[src/rtl/vga_timing_gen.sv]
// Pixel-clock-divided VGA raster timing generator: hs/vs/blank/sync plus
// coordinates, all registered together so every output refers to the same pixel.
module vga_timing_gen #(
  parameter int   H_ACTIVE = 256,
  parameter int   H_FP     = 24,
  parameter int   H_SYNC   = 41,
  parameter int   H_BP     = 20,
  parameter int   V_ACTIVE = 480,
  parameter int   V_FP     = 10,
  parameter int   V_SYNC   = 2,
  parameter int   V_BP     = 33,
  parameter logic H_POL    = 1'b0,
  parameter logic V_POL    = 1'b0,
  parameter int   PIX_DIV  = 1,
  parameter int   Y_SHIFT  = 1,
  parameter int   CW       = 11
) (
  input  logic          Clk,
  input  logic          Reset,
  input  logic          en,
  output logic          hs,
  output logic          vs,
  output logic          blank,
  output logic          sync,
  output logic [CW-1:0] DrawX,
  output logic [CW-1:0] DrawY,
  output logic          pix_ce,
  output logic          line_start,
  output logic          frame_start,
  output logic          vblank
);

  localparam int H_TOT = H_ACTIVE + H_FP + H_SYNC + H_BP;
  localparam int V_TOT = V_ACTIVE + V_FP + V_SYNC + V_BP;

  localparam logic [CW-1:0] H_LAST   = CW'(H_TOT - 1);
  localparam logic [CW-1:0] V_LAST   = CW'(V_TOT - 1);
  localparam logic [CW-1:0] H_VIS    = CW'(H_ACTIVE);
  localparam logic [CW-1:0] V_VIS    = CW'(V_ACTIVE);
  localparam logic [CW-1:0] HS_START = CW'(H_ACTIVE + H_FP);
  localparam logic [CW-1:0] HS_END   = CW'(H_ACTIVE + H_FP + H_SYNC);
  localparam logic [CW-1:0] VS_START = CW'(V_ACTIVE + V_FP);
  localparam logic [CW-1:0] VS_END   = CW'(V_ACTIVE + V_FP + V_SYNC);
  localparam logic [4:0]    DIV_LAST = 5'(PIX_DIV - 1);

  if (H_FP < 1 || H_SYNC < 1 || H_BP < 1 || V_FP < 1 || V_SYNC < 1 || V_BP < 1) begin : g_bad_porch
    $error("vga_timing_gen: porch and sync widths must all be non-zero");
  end
  if (H_TOT >= (1 << CW) || V_TOT >= (1 << CW)) begin : g_bad_total
    $error("vga_timing_gen: H_TOT/V_TOT do not fit in CW bits");
  end
  if (PIX_DIV < 1 || PIX_DIV > 16) begin : g_bad_div
    $error("vga_timing_gen: PIX_DIV must be in 1..16");
  end

  function automatic logic h_pulse(input logic [CW-1:0] h);
    return (h >= HS_START) && (h < HS_END);
  endfunction

  function automatic logic v_pulse(input logic [CW-1:0] v);
    return (v >= VS_START) && (v < VS_END);
  endfunction

  logic          run;
  logic [4:0]    div;
  logic [CW-1:0] hcount;
  logic [CW-1:0] vcount;
  logic [CW-1:0] h_nxt;
  logic [CW-1:0] v_nxt;
  logic          h_wrap;

  // Reset release is taken up on the first enabled clock edge, so counting
  // starts from a clean, clock-aligned point.
  always_ff @(posedge Clk or negedge Reset) begin
    if (!Reset)  run <= 1'b0;
    else if (en) run <= 1'b1;
  end

  assign pix_ce = en & run & (div == DIV_LAST);

  always_ff @(posedge Clk or negedge Reset) begin
    if (!Reset)         div <= '0;
    else if (en && run) div <= (div == DIV_LAST) ? 5'd0 : div + 5'd1;
  end

  always_comb begin
    h_wrap = (hcount == H_LAST);
    h_nxt  = h_wrap ? '0 : hcount + CW'(1);
    v_nxt  = vcount;
    if (h_wrap) v_nxt = (vcount == V_LAST) ? '0 : vcount + CW'(1);
  end

  // Outputs are derived from the next counter values so they land on the
  // same edge as the counters themselves.
  always_ff @(posedge Clk or negedge Reset) begin
    if (!Reset) begin
      hcount      <= '0;
      vcount      <= '0;
      hs          <= ~H_POL;
      vs          <= ~V_POL;
      blank       <= 1'b1;
      sync        <= 1'b1;
      DrawX       <= '0;
      DrawY       <= '0;
      line_start  <= 1'b1;
      frame_start <= 1'b1;
      vblank      <= 1'b0;
    end else if (pix_ce) begin
      hcount      <= h_nxt;
      vcount      <= v_nxt;
      hs          <= h_pulse(h_nxt) ? H_POL : ~H_POL;
      vs          <= v_pulse(v_nxt) ? V_POL : ~V_POL;
      blank       <= (h_nxt < H_VIS) && (v_nxt < V_VIS);
      sync        <= ~(h_pulse(h_nxt) | v_pulse(v_nxt));
      DrawX       <= h_nxt;
      DrawY       <= v_nxt >> Y_SHIFT;
      line_start  <= (h_nxt == '0);
      frame_start <= (h_nxt == '0) && (v_nxt == '0);
      vblank      <= (v_nxt >= V_VIS);
    end
  end

endmodule

[config.mk]
export PLATFORM = sky130hd
export DESIGN_NAME = vga_timing_gen
export DESIGN_NICKNAME = d
export VERILOG_FILES = /design/src/rtl/vga_timing_gen.sv
export SDC_FILE = /design/constraint.sdc
export NUM_CORES = 1
export LEC_CHECK = 0
export BUFFER_PORTS_ARGS = -buffer_cell sky130_fd_sc_hd__buf_2
export CAP_MARGIN = 30
export CORE_MARGIN = 1
export CORE_UTILIZATION = 52
export CTS_BUF_LIST = sky130_fd_sc_hd__clkbuf_4 sky130_fd_sc_hd__clkbuf_8 sky130_fd_sc_hd__clkbuf_16
export DETAILED_ROUTE_END_ITERATION = 10
export GPL_TIMING_DRIVEN = 0
export PLACE_DENSITY = 0.76
export SLEW_MARGIN = 20
export SYNTH_ARGS = -nofsm -noshare
export SYNTH_HDL_FRONTEND = slang
export SYNTH_SLANG_ARGS = --single-unit
[constraint.sdc]
create_clock -name Clk -period 2.6 [get_ports Clk]
set_input_delay 0.65 -clock Clk [delete_from_list [all_inputs] [get_ports Clk]]
set_output_delay 0.65 -clock Clk [all_outputs]
set_load 0.05 [all_outputs]
# Yosys cells after proc, flatten, opt, wreduce, memory -nomap -nowiden
# Cells that the tools add are included.
[totals]
input_bits = 3
regBits = 45
[classes]
n_bitwise = 4
mux = 6
eq_ne = 2
addsub = 3
reduce_logical = 8
n_lt_le_gt_ge = 7
[ops]
columns = ["cell", "count"]
rows = [
  ["less-than comparator 11 x 9 -> 1 bit, second input constant", 4],
  [">= comparator 11 x 9 -> 1 bit, second input constant", 3],
  ["2-to-1 mux 11 bit", 3],
  ["adder 11 x 1 -> 11 bit, second input constant", 2],
  ["logical NOT 11 bit", 2],
  ["equality test 11 x 10 -> 1 bit, second input constant", 1],
  ["equality test 11 x 9 -> 1 bit, second input constant", 1],
  ["adder 5 x 1 -> 5 bit, second input constant", 1],
  ["logical AND 1 bit", 5],
  ["logical NOT 5 bit", 1],
  ["2-to-1 mux 5 bit", 1],
  ["bitwise AND 1 bit", 2],
  ["2-to-1 mux 1 bit", 2],
  ["NOT 1 bit", 1],
  ["bitwise OR 1 bit", 1],
]

# Depth between registers and ports, before layout
# Gate-level depths: netlist of run 1.
[logic_depth]
ltp_word = 7
ltp_mapped = 10
depth_no_buf = 8

# Least setup slack after synthesis of run 1
# No wires, ideal clock.
[synth_path]
path_type = "input port to output port"
start = "in en"
end = "out pix_ce"
path_stages = 6
slack_ps = -354
arrival_time_ps = 2304
path_buffers = 3
cell_sequence = "nand2_1 or4_1 clkbuf_1 inv_1 buf_1 buf_1"
[synth_via]
elab_chain_len = 2
[synth_rtl]
columns = ["item", "line", "rtl"]
rows = [
  ["start, declared", "20", "input logic en,"],
  ["bitwise AND 1 bit (2 in a row)", "79", "assign pix_ce = en & run & (div == DIV_LAST);"],
  ["end, declared", "27", "output logic pix_ce,"],
]
# No other way between the ends.

# Worst setup path in the final report of run 1
[layout_path]
start = "reg div[0]"
end = "out pix_ce"
[layout_via]
elab_chain_len = 2
[layout_rtl]
columns = ["item", "line", "rtl"]
rows = [
  ["start, declared", "65", "logic [4:0] div;"],
  ["start signal, assigned", "83", "else if (en && run) div <= (div == DIV_LAST) ? 5'd0 : div + 5'd1;"],
  ["logical NOT 5 bit", "79", ""],
  ["bitwise AND 1 bit", "79", ""],
]
# No other way between the ends.

==> metrics.md, run 1 <==
| Metric | Value |
|---|---|
| Status | `completed` |
| Count of final setup violators | `0` |
| Layout cells sized above 1 | `31.2%` |
| Maxcap violations | `0` |
| Final Skew | `0.00891 ns` |
| Reg2Reg Depth | `7` |
| Dominant synthesized flop cell | `dfrtp_1` |
| Fillers | `approximately 370` |
| Async set-reset flop share out of synthesis | `100%` |
| Worst path slowest cell | `or4_4` |
| Critical path origin | `div[0]` |
| Critical Path Most Common Cell | `buf_12` |
| GRT Util Overall | `about a quarter` |
| Avg WL per Cell | `14.6 um` |
| Slew Viols, Final | `0` |
| DP HPWL | `roughly 3800 um` |
| Total number of vias | `2,232` |
| CTS tree | `yes` |
| Hold Vio Cnt, Final | `0` |
| Largest area contributor in the netlist | `dfrtp_1` |
| Yosys warns | `0` |
| Crit path DAT | `roughly 1.9 ns` |
| Layout Nets | `338` |
| Worst Tran Pin Value | `roughly 0.77 ns` |
| Final WL | `about 5600 um` |
| Critical Path Fanout Max | `12` |
| Die height | `about 70 um` |
| Syn Inst Count | `280` |
| Worst endpoint required time | `about 2 ns` |
| Initial antenna violation count | `0` |
| Clock Sinks | `35` |
| Die W | `70.0 um` |
| Multi-input logic area | `about 1300 um^2` |
| Leak | `0.00132 uW` |
| FP Rows | `24` |
| Maximum VDD drop | `0.501 mV` |
| Tmin final | `2.55 ns` |
| WHS | `0.421 ns` |
| First-pass GRT wire length | `9250 um` |
| Final Wtd Congestion | `roughly 0.86` |
| EDFF count, synth | `0` |
| Post-Place Cells | `363` |
| Largest net degree at the start of global routing | `36` |
| WS Path Type | `flop to output pin` |
| Post-route DRC | `0` |
| IO buf count | `31` |
| H-Tree Level Count | `2` |
| Reg-to-reg setup timing slack | `approximately 0.10 ns` |
| Post-synthesis net count | `289` |
| Max-slew headroom | `48.9%` |
| Mean Syn Cell Area | `8.59 um^2` |
| Total Die Area | `4900 um^2` |
| Initial core utilization | `54.5%` |
| Worst path max stage delay | `0.55 ns` |
| #FFs+latches synth | `35` |
| Drt first pass iters | `5` |
| Antenna-violating nets left | `0` |
| Core area | `4410 um^2` |
| Clock slew at reported path FFs | `0.08 ns` |
| Seq. cell area | `886 um^2` |
| Sequential area share after synthesis | `36.7%` |
| Worst Hold Class | `input port to asynchronous set/reset pin` |
| Vias per cell | `5.84` |
| DRT iter0 DRCs | `135` |
| CP Cell Sequence | `inv_1 > ha_1 > nand2b_1 > or4_4 > inv_6 > buf_12 > buf_12` |
| Total CTS buffers | `5` |
| Tcrit/Tclk final | `97.9%` |
| Vias in the first global route | `2,007` |
| CP delay by family, top | `simple AND/OR/NAND/NOR gates` |
| Worst Setup End Kind | `output pin` |
| Post-synth top area share | `a little under a third` |
| Layout Utilization | `66.6%` |
| GRT Residual Overflow | `0` |
| Boundary Pins | `33` |
| Antenna diode count | `0` |
| CP Buf/Inv Count | `4` |
| Layout overhead on the synthesized area | `22.2%` |
| Unique masters post-synth | `63` |
| FMAX | `0.393 GHz` |
| CP startpoint kind | `flop` |
| R2r endpoint | `frame_start` |
| Reg2Reg Launch Point | `vcount[6]` |
| Clock tree buffer depth | `2` |
| Clock Tree Root | `clkbuf_8` |
| Hold Buf Count CTS | `0` |
| Synth top area cells | `dfrtp_1 (30%), dfstp_2 (6.6%), nand2_1 (4.4%)` |
| WP depth | `7` |
| Pwr/cell area | `728 nW/um^2` |
| Non-filler instance count after layout | `~380` |
| Clock Latency Late Sink | `0.30 ns` |
| Netlist Area Pre-Place | `2400 um^2` |
metal layers:
metal	global-route usage, %	vias to the layer above	share of wire, %
met3	4.91	10	6.6
met2	36.2	84	47
met1	32.8	1052	45
li1	-	1086	-
met5	0	-	0
met4	10.0	0	1.5
state kept, by name, summed over array words and instances (netlist names):
name,count
line_start,1
blank,1
vs,1
frame_start,1
div,5
DrawX,11
sync,1
vblank,1
run,1
hs,1
vcount,11
worst register-to-register path, stage by stage, from the launching register on:
cell	delay [ns]
dfrtp_1	0.39
buf_6	0.14
or4_4	0.56
nor3_4	0.28
o21ai_1	0.12
a221o_1	0.34
or3_1	0.41
o31ai_2	0.18
worst max-delay path by stage:
stage	end	slack [ns]
after floorplan	pix_ce	0.004
after global placement	pix_ce	-0.58
after detailed placement	pix_ce	-0.59
after CTS	pix_ce	0.03
after global routing	pix_ce	-0.01
final	pix_ce	0.05
synthesized netlist by cell type, drive strengths merged (7+ instances only):
| cell | count |
|---|---|
| nand2 | 28 |
| xnor2 | 11 |
| inv | 14 |
| nand3 | 14 |
| buf | 21 |
| dfrtp | 29 |
| nand4 | 8 |
| nor3 | 11 |
| a21oi | 10 |
| nor2 | 23 |
| o21ai | 19 |
| clkbuf | 7 |
power breakdown:
part | total (uW) | internal (uW) | leakage, uW | switching [uW]
combinational | 777 | 281 | 0.000841 | 496
clock | 596 | 383 | 0.0000644 | 213
sequential | 765 | 653 | 0.000411 | 112
total | 2140 | 1320 | 0.00132 | 821
timing repair:
action | 4_1_cts | 5_1_grt
gates resized for setup | 12 | 19
buffers inserted | 0 | 13
pin swaps | 0 | 1
endpoints found under the setup margin | 3 | 6
cell usage in the layout, fill, tap and decap left out, drive strengths merged, types with 8 or more instances in the layout:
cell type | synthesis | layout
a21oi | 10 | 10
buf | 21 | 64
clkbuf | 7 | 11
dfrtp | 29 | 29
inv | 14 | 14
nand2 | 28 | 28
nand3 | 14 | 14
nand4 | 8 | 8
nor2 | 23 | 23
nor3 | 11 | 11
o21ai | 19 | 19
xnor2 | 11 | 11
per-stage QoR:
stage | power, uW | instance area, um^2 | setup WS (ns) | TNS, ns
2_1_floorplan | 1260 | 2410 | 0.00403 | 0
3_3_place_gp | 1400 | 2630 | -0.580 | -0.787
3_5_place_dp | 1420 | 2630 | -0.587 | -0.845
4_1_cts | 2030 | 2790 | 0.0279 | 0
5_1_grt | 2250 | 2940 | -0.0128 | -0.0227
6_report | 2140 | 2940 | 0.0549 | 0
logic make-up (layout without fill, tap and decap cells):
group | Yosys count | count (layout) | synth area share (%)
AND/OR/NAND/NOR | 117 | 117 | 27.2
AO/OA/AOI/OAI | 57 | 57 | 15.5
buffers and inverters | 42 | 92 | 8.95
flip-flops | 35 | 35 | 36.7
XOR/XNOR | 17 | 17 | 6.19
adder cells (fa/ha/maj) | 6 | 6 | 3.12
multiplexers | 5 | 5 | 2.19
other | 1 | 1 | 0.156
layout make-up:
cell class              instances  area share, %
plain buffers                  26           6.22
flip-flops and latches         35           30.2
clock inverters                 3           2.30
well taps                      52           2.21
multi-input cells             203           45.7
inverters                      14           1.96
repair buffers                 44           9.11
clock buffers                   5           2.34
Note: power is estimated with default switching activity, not from simulation.
==> inputs of run 2 (changes only) <==
--- a/config.mk
+++ b/config.mk
@@ -8,11 +8,11 @@
 export BUFFER_PORTS_ARGS = -buffer_cell sky130_fd_sc_hd__buf_2
 export CAP_MARGIN = 30
 export CORE_MARGIN = 1
-export CORE_UTILIZATION = 52
+export CORE_UTILIZATION = 58
 export CTS_BUF_LIST = sky130_fd_sc_hd__clkbuf_4 sky130_fd_sc_hd__clkbuf_8 sky130_fd_sc_hd__clkbuf_16
 export DETAILED_ROUTE_END_ITERATION = 10
 export GPL_TIMING_DRIVEN = 0
-export PLACE_DENSITY = 0.76
+export PLACE_DENSITY = 0.8
 export SLEW_MARGIN = 20
 export SYNTH_ARGS = -nofsm -noshare
 export SYNTH_HDL_FRONTEND = slang
==> constraint.sdc (replaced) <==
create_clock -name Clk -period 2.9 [get_ports Clk]
set_input_delay 0.725 -clock Clk [delete_from_list [all_inputs] [get_ports Clk]]
set_output_delay 0.725 -clock Clk [all_outputs]
set_load 0.05 [all_outputs]
==> run 2 against run 1 <==
Net effect:
- cell count fell by 3.4%
- via count fell by 3.2%
- non-clock buffer count shrank 11
- clock-buffer cell count unchanged
- sequential share of layout area is 2.2 points higher
- flip-flop and latch count stayed put
- die area fell by 10%
- total power decreased by 24%
- critical endpoint unchanged
- largest cell class unchanged
==> metrics.md, run 2 (synthesis gave the netlist of run 1 again) <==
| Metric | Value |
|---|---|
| Met2 wire length | `2460 um (-5.5%)` |
| Initial antenna violation count | `0 (unchanged)` |
| Final Skew | `0.00669 ns (-0.00222 ns)` |
| Post-Place Cells | `361 (-0.55%)` |
| Post-route DRC | `0 (unchanged)` |
| Non-filler instance count after layout | `369 (-3.4%)` |
| Worst Hold Class | `flop to flop` |
| Sw Share | `43.2% (+4.8 points)` |
| Hold depth | `2` |
| Uppermost layer routed | `met4` |
| Reg2Reg Depth | `8 (+1)` |
| Leak | `0.00123 uW (-6.6%)` |
| DRT iter0 DRCs | `181 (+34%)` |
| Antenna diode count | `0 (unchanged)` |
| Worst endpoint required time | `2.17 ns (+0.22 ns)` |
| Met1 Wirelength | `2550 um (+1.4%)` |
| Hold path start | `line_start` |
| Clock slew at reported path FFs | `0.07 ns (about the same)` |
| Detail Route met3 WL | `295 um (-19%)` |
| Largest registers | `DrawX (11), vcount (11), div (5)` |
| Count of final setup violators | `0 (unchanged)` |
| Crit path DAT | `2.04 ns (+0.14 ns)` |
| Antenna-violating nets left | `0 (unchanged)` |
| Psw | `701 uW (-15%)` |
| Commonest non-fill, non-tap cell in the layout | `buf_2` |
| Clock power frac | `21.6% (-6.3 points)` |
| Final Wtd Congestion | `0.897 (+4.5%)` |
| Area of all placed cells without fillers | `2730 um^2 (-6.9%)` |
| Layout overhead on the synthesized area | `13.7%` |
| Vias in the first global route | `1,871 (-6.8%)` |
| Worst Tran Pin Value | `0.774 ns (+0.00777 ns)` |
| Clock tree buffer depth | `2 (unchanged)` |
| H-Tree Level Count | `2 (unchanged)` |
| Sequential share of power | `42.0% (+6.2 points)` |
| Int Pwr | `921 uW (-30%)` |
| Hold Buf Count CTS | `0 (unchanged)` |
| Total CTS buffers | `5 (unchanged)` |
| Tcrit/Tclk final | `95.5%` |
| Die W | `66.4 um (-5.2%)` |
| Reg2Reg Launch Point | `DrawX[1]` |
| Maximum VDD drop | `0.513 mV (+2.5%)` |
| Clock Tree Root | `clkbuf_8` |
| Most frequent cells in the layout | `buf_2 (37), dfrtp_1 (29), nand2_1 (28)` |
| Total Die Area | `4410 um^2 (-10%)` |
| Boundary Pins | `33 (unchanged)` |
| Worst hold endpoint | `line_start` |
| Layout Nets | `327 (-3.3%)` |
| IO buf count | `31 (unchanged)` |
| Combinational share of power | `36.4% (about the same)` |
| Initial core utilization | `60.1% (+5.6 points)` |
| CP startpoint kind | `flop` |
| Tmin final | `2.77 ns` |
| R2r endpoint | `frame_start` |
| DP HPWL | `3850 um (+1.4%)` |
| Clock Sinks | `35 (unchanged)` |
| GRT Residual Overflow | `0 (unchanged)` |
| WHS | `0.452 ns (+0.0310 ns)` |
| Drt first pass iters | `4 (-1)` |
| GRT Util Overall | `27.3% (+3.5 points)` |
| Pwr/cell area | `593 nW/um^2 (-18%)` |
| FMAX | `between 0.3 and 0.4 GHz` |
| WS Path Type | `flop to output pin` |
| Layout cells sized above 1 | `25.4% (-5.8 points)` |
| Total number of vias | `2,161 (-3.2%)` |
| CTS tree | `yes` |
| Critical Path Fanout Max | `19 (+7)` |
| Worst Setup End Kind | `output pin` |
| Slew Viols, Final | `0 (unchanged)` |
| Vias per cell | `5.86 (+0.23%)` |
| FP Rows | `23 (-4.2%)` |
| Max-slew headroom | `48.4% (-0.52 points)` |
| First-pass GRT wire length | `9050 um (-2.2%)` |
| Core area | `4000 um^2 (-9.4%)` |
| Avg WL per Cell | `14.6 um (about the same)` |
| RSZ-0062 raised after global routing | `no` |
| Maxcap violations | `0 (unchanged)` |
| Largest net degree at the start of global routing | `36 (unchanged)` |
| Hold Vio Cnt, Final | `0 (unchanged)` |
| Clock Latency Late Sink | `0.30 ns (about the same)` |
| Reg-to-reg setup timing slack | `0.26 ns (+0.16 ns)` |
| Status | `completed` |
| Final WL | `5370 um (-3.5%)` |
| Area after DPL | `2620 um^2 (-0.29%)` |
| Die height | `66.4 um (-5.2%)` |
run 2: changes by cell type in the layout (fill, tap and decap cells not counted), sizes merged:
cell / before / now
clkinv: 0 / 3
bufinv: 2 / 0
buf: 64 / 52
clkbuf: 11 / 12
clkinvlp: 1 / 0
run 2: how the worst max path moves through the flow:
stage | start | endpoint | slack, ns
3_3_place_gp | en | pix_ce | -0.49
2_1_floorplan | en | pix_ce | 0.07
4_1_cts | div[0] | pix_ce | 0.04
3_5_place_dp | en | pix_ce | -0.49
5_1_grt | div[0] | pix_ce | 0.04
6_report | div[0] | pix_ce | 0.13
run 2: what timing repair did:
action                                  CTS  global route
buffers inserted                          0             1
cloned                                    0             0
endpoints found under the setup margin    1             3
resized for setup                         5             4
hold endpoints to repair                  0             0
run 2: layout make-up:
type	count	area, um^2
repair buffers	32	169
fillers	327	1270
plain buffers	27	170
clock inverters	3	15.0
well taps	50	62.6
flip-flops and latches	35	883
multi-input cells	203	1310
inverters	14	52.6
clock buffers	5	68.8
run 2: per-layer routing:
layer  GRT usage [%]  vias to the layer above
li1                -                     1057
met1            39.2                     1032
met2            40.8                       64
met3            6.21                        8
met4            7.18                        0
met5               0                        -
run 2: stage by stage:
step / total power, uW / util [%] / setup TNS, ns / setup slack [ns]
after detailed placement: 1260 / 65.6 / -0.493 / -0.493
after global routing: 1720 / 68.3 / 0 / 0.0403
after floorplan: 1120 / - / 0 / 0.0686
after CTS: 1610 / 67.8 / 0 / 0.0383
after global placement: 1250 / 65.6 / -0.491 / -0.491
final: 1620 / 68.3 / 0 / 0.130
run 2: worst max-delay path, stage by stage (launching register included):
cell      delay [ns]
dfrtp_1         0.43
inv_1           0.08
ha_1            0.14
nand2b_1        0.05
or4_1           0.39
clkbuf_1        0.20
inv_2           0.11
buf_8           0.16
buf_6           0.17
run 2: power by group through the flow:
stage | clock (uW) | combinational [uW] | sequential (uW)
2_1_floorplan | 0 | 294 | 827
3_3_place_gp | 0 | 565 | 685
3_5_place_dp | 0 | 577 | 688
4_1_cts | 353 | 583 | 679
5_1_grt | 381 | 646 | 692
6_report | 351 | 591 | 681
==> inputs of run 3 (changes only) <==
--- a/config.mk
+++ b/config.mk
@@ -5,14 +5,13 @@
 export SDC_FILE = /design/constraint.sdc
 export NUM_CORES = 1
 export LEC_CHECK = 0
-export BUFFER_PORTS_ARGS = -buffer_cell sky130_fd_sc_hd__buf_2
 export CAP_MARGIN = 30
 export CORE_MARGIN = 1
-export CORE_UTILIZATION = 58
+export CORE_UTILIZATION = 45
 export CTS_BUF_LIST = sky130_fd_sc_hd__clkbuf_4 sky130_fd_sc_hd__clkbuf_8 sky130_fd_sc_hd__clkbuf_16
 export DETAILED_ROUTE_END_ITERATION = 10
+export DONT_BUFFER_PORTS = 1
 export GPL_TIMING_DRIVEN = 0
-export PLACE_DENSITY = 0.8
 export SLEW_MARGIN = 20
 export SYNTH_ARGS = -nofsm -noshare
 export SYNTH_HDL_FRONTEND = slang
==> constraint.sdc (replaced) <==
create_clock -name Clk -period 2.9 [get_ports Clk]
set_input_delay 0.435 -clock Clk [delete_from_list [all_inputs] [get_ports Clk]]
set_output_delay 0.435 -clock Clk [all_outputs]
set_load 0.05 [all_outputs]
==> run 3 against run 2 <==
Net effect:
- combinational power decreased by 36%
- sequential power increased by 27%
- worst setup slack improved by 0.026 ns
- total power decreased by 0.47%
- via count decreased by 6.2%
- highest routed layer unchanged
- sequential share of layout area increased by 1.4 points
- cell count decreased by 2.4%
- clock power increased by 6.3%
- final area decreased by 2.8%
==> metrics.md, run 3 (synthesis gave the netlist of run 1 again) <==
| Metric | Value |
|---|---|
| Met3 Track Usage GR | `5.62% (-0.58 points)` |
| Clock power frac | `23.1% (+1.5 points)` |
| Crit path DAT | `2.95 ns (+0.91 ns)` |
| Pwr/cell area | `607 nW/um^2 (+2.4%)` |
| M2 GR Usage | `32.9% (-7.9 points)` |
| FMAX | `0.364 GHz (+0.93%)` |
| Final WL | `5460 um (+1.5%)` |
| Vias per cell | `5.63 (-3.9%)` |
| Area of all placed cells without fillers | `2660 um^2 (-2.8%)` |
| Largest net degree at the start of global routing | `36 (unchanged)` |
| Power consumption | `1610 uW (-0.47%)` |
| Worst Setup End Kind | `flop` |
| Combinational share of power | `23.5% (-13 points)` |
| Final Skew | `0.00854 ns (+0.00185 ns)` |
| Core area | `5140 um^2 (+28%)` |
| Post-Place Cells | `350 (-3.0%)` |
| First-pass GRT wire length | `8890 um (-1.7%)` |
| CTS tree | `yes` |
| Commonest non-fill, non-tap cell in the layout | `nand2_1` |
| Worst Tran Pin Value | `0.684 ns (-0.0900 ns)` |
| Clock tree buffer depth | `2 (unchanged)` |
| Layout cells sized above 1 | `20.3% (-5.0 points)` |
| Status | `completed` |
| Leak | `0.00109 uW (-11%)` |
| Initial core utilization | `46.8% (-13 points)` |
| GRT Residual Overflow | `0 (unchanged)` |
| Antenna-violating nets left | `0 (unchanged)` |
| Boundary Pins | `33 (unchanged)` |
| Avg WL per Cell | `15.2 um (+4.1%)` |
| Vias in the first global route | `1,802 (-3.7%)` |
| Antenna diode count | `0 (unchanged)` |
| Worst endpoint required time | `3.11 ns (+0.94 ns)` |
| GRT Util Overall | `21.3% (-6.0 points)` |
| Final Wtd Congestion | `0.878 (-2.1%)` |
| IO buf count | `0 (-100%)` |
| Psw | `712 uW (+1.5%)` |
| Area after DPL | `2490 um^2 (-5.0%)` |
| Count of final setup violators | `0 (unchanged)` |
| Clock Latency Late Sink | `0.30 ns (about the same)` |
| Grt peak-use layer | `met2` |
| Total CTS buffers | `5 (unchanged)` |
| FP Rows | `26 (+13%)` |
| CP startpoint kind | `flop` |
| Sequential share of power | `53.5% (+12 points)` |
| Critical Path Fanout Max | `10 (-9)` |
| Int Pwr | `903 uW (-2.0%)` |
| GR met1 Demand/Resource | `29.0% (-10 points)` |
| Clock Sinks | `35 (unchanged)` |
| Clock Tree Root | `clkbuf_8` |
| Layout overhead on the synthesized area | `10.5%` |
| Layout Utilization | `51.7% (-17 points)` |
| Layout Nets | `298 (-8.9%)` |
| Hold Vio Cnt, Final | `0 (unchanged)` |
| Tcrit/Tclk final | `94.6% (-0.88 points)` |
| Maximum VDD drop | `0.395 mV (-23%)` |
| H-Tree Level Count | `2 (unchanged)` |
| Sw Share | `44.1% (+0.87 points)` |
| Total Die Area | `5640 um^2 (+28%)` |
| Initial antenna violation count | `0 (unchanged)` |
| Tmin final | `2.74 ns (-0.0255 ns)` |
| WS Path Type | `flop to flop` |
| Slew Viols, Final | `0 (unchanged)` |
| Maxcap violations | `0 (unchanged)` |
| DRT iter0 DRCs | `118 (-35%)` |
| RSZ-0062 raised after global routing | `no` |
| Clock slew at reported path FFs | `0.08 ns (about the same)` |
| Largest registers | `DrawX (11), vcount (11), div (5)` |
| Die height | `75.1 um (+13%)` |
| Total number of vias | `2,026 (-6.2%)` |
| Most frequent cells in the layout | `nand2_1 (28), dfrtp_1 (24), nor2_1 (23)` |
| Non-filler instance count after layout | `360 (-2.4%)` |
| Die W | `75.1 um (+13%)` |
| Max-slew headroom | `54.4% (+6.0 points)` |
| DP HPWL | `3810 um (-0.89%)` |
| Post-route DRC | `0 (unchanged)` |
| Worst Hold Class | `input port to flop` |
| Drt first pass iters | `4 (unchanged)` |
[run 3: cell types whose count changed in the layout (fill, tap and decap cells not counted), moves of 2 or more]
cell        previous run  this run
dfrtp_4                0         2
dfrtp_2                0         3
dfrtp_1               29        24
clkinv_2               3         0
buf_2                 37         8
clkinvlp_4             0         2
[run 3: what timing repair did]
item,4_1_cts,5_1_grt
hold endpoints to repair,35,0
gates resized for setup,9,12
endpoints found under the setup margin,11,6
hold buffers,2,0
setup buffers,0,0
[run 3: power groups by stage]
stage / clock (uW) / sequential [uW] / combinational (uW)
after floorplan: 0 / 827 / 293
after global placement: 0 / 859 / 343
after detailed placement: 0 / 861 / 353
after CTS: 393 / 855 / 371
after global routing: 409 / 877 / 437
final: 373 / 863 / 379
[run 3: metrics by stage]
| stage | hold slack (ns) | setup TNS (ns) | worst slack (ns) |
|---|---|---|---|
| final | 0.249 | 0 | 0.156 |
| after global routing | 0.230 | 0 | 0.00320 |
| after CTS | 0.237 | 0 | 0.0312 |
| after detailed placement | 0.140 | -1.40 | -0.370 |
| after global placement | 0.140 | -1.02 | -0.327 |
| after floorplan | 0.139 | 0 | 0.260 |
[run 3: worst paths after layout]
kind	end	slack, ns	start	cells after the start
worst min register to register	div[4]	0.47	div[4]	1
min in group asynchronous	DrawX[9]	0.58	Reset	2
worst min-delay path	run	0.25	en	1
max in group asynchronous	blank	2.05	Reset	2
worst max register to register	frame_start	0.16	DrawX[0]	8
worst max-delay path	frame_start	0.16	DrawX[0]	8
[run 3: routing by layer]
layer | vias up | share of wire, %
li1 | 997 | -
met4 | 0 | 1.3
met1 | 965 | 49
met5 | - | 0
met2 | 57 | 44
met3 | 7 | 5.5
[run 3: cell type report]
type | instances | area (um^2)
clock inverter | 3 | 23.8
clock buffer | 5 | 68.8
sequential | 35 | 895
tap | 70 | 87.6
multi-input combinational | 203 | 1330
fill | 513 | 2480
inverter | 14 | 52.6
timing repair buffer | 2 | 30.0
buffer | 28 | 171
[run 3: critical path: stages (launching register included)]
cell and delay [ns]:
dfrtp_4 0.59, inv_1 0.15, ha_1 0.16, and4b_1 0.30
and3_1 0.24, buf_2 0.26, a31oi_1 0.16, or4_1 0.55
o31ai_2 0.23
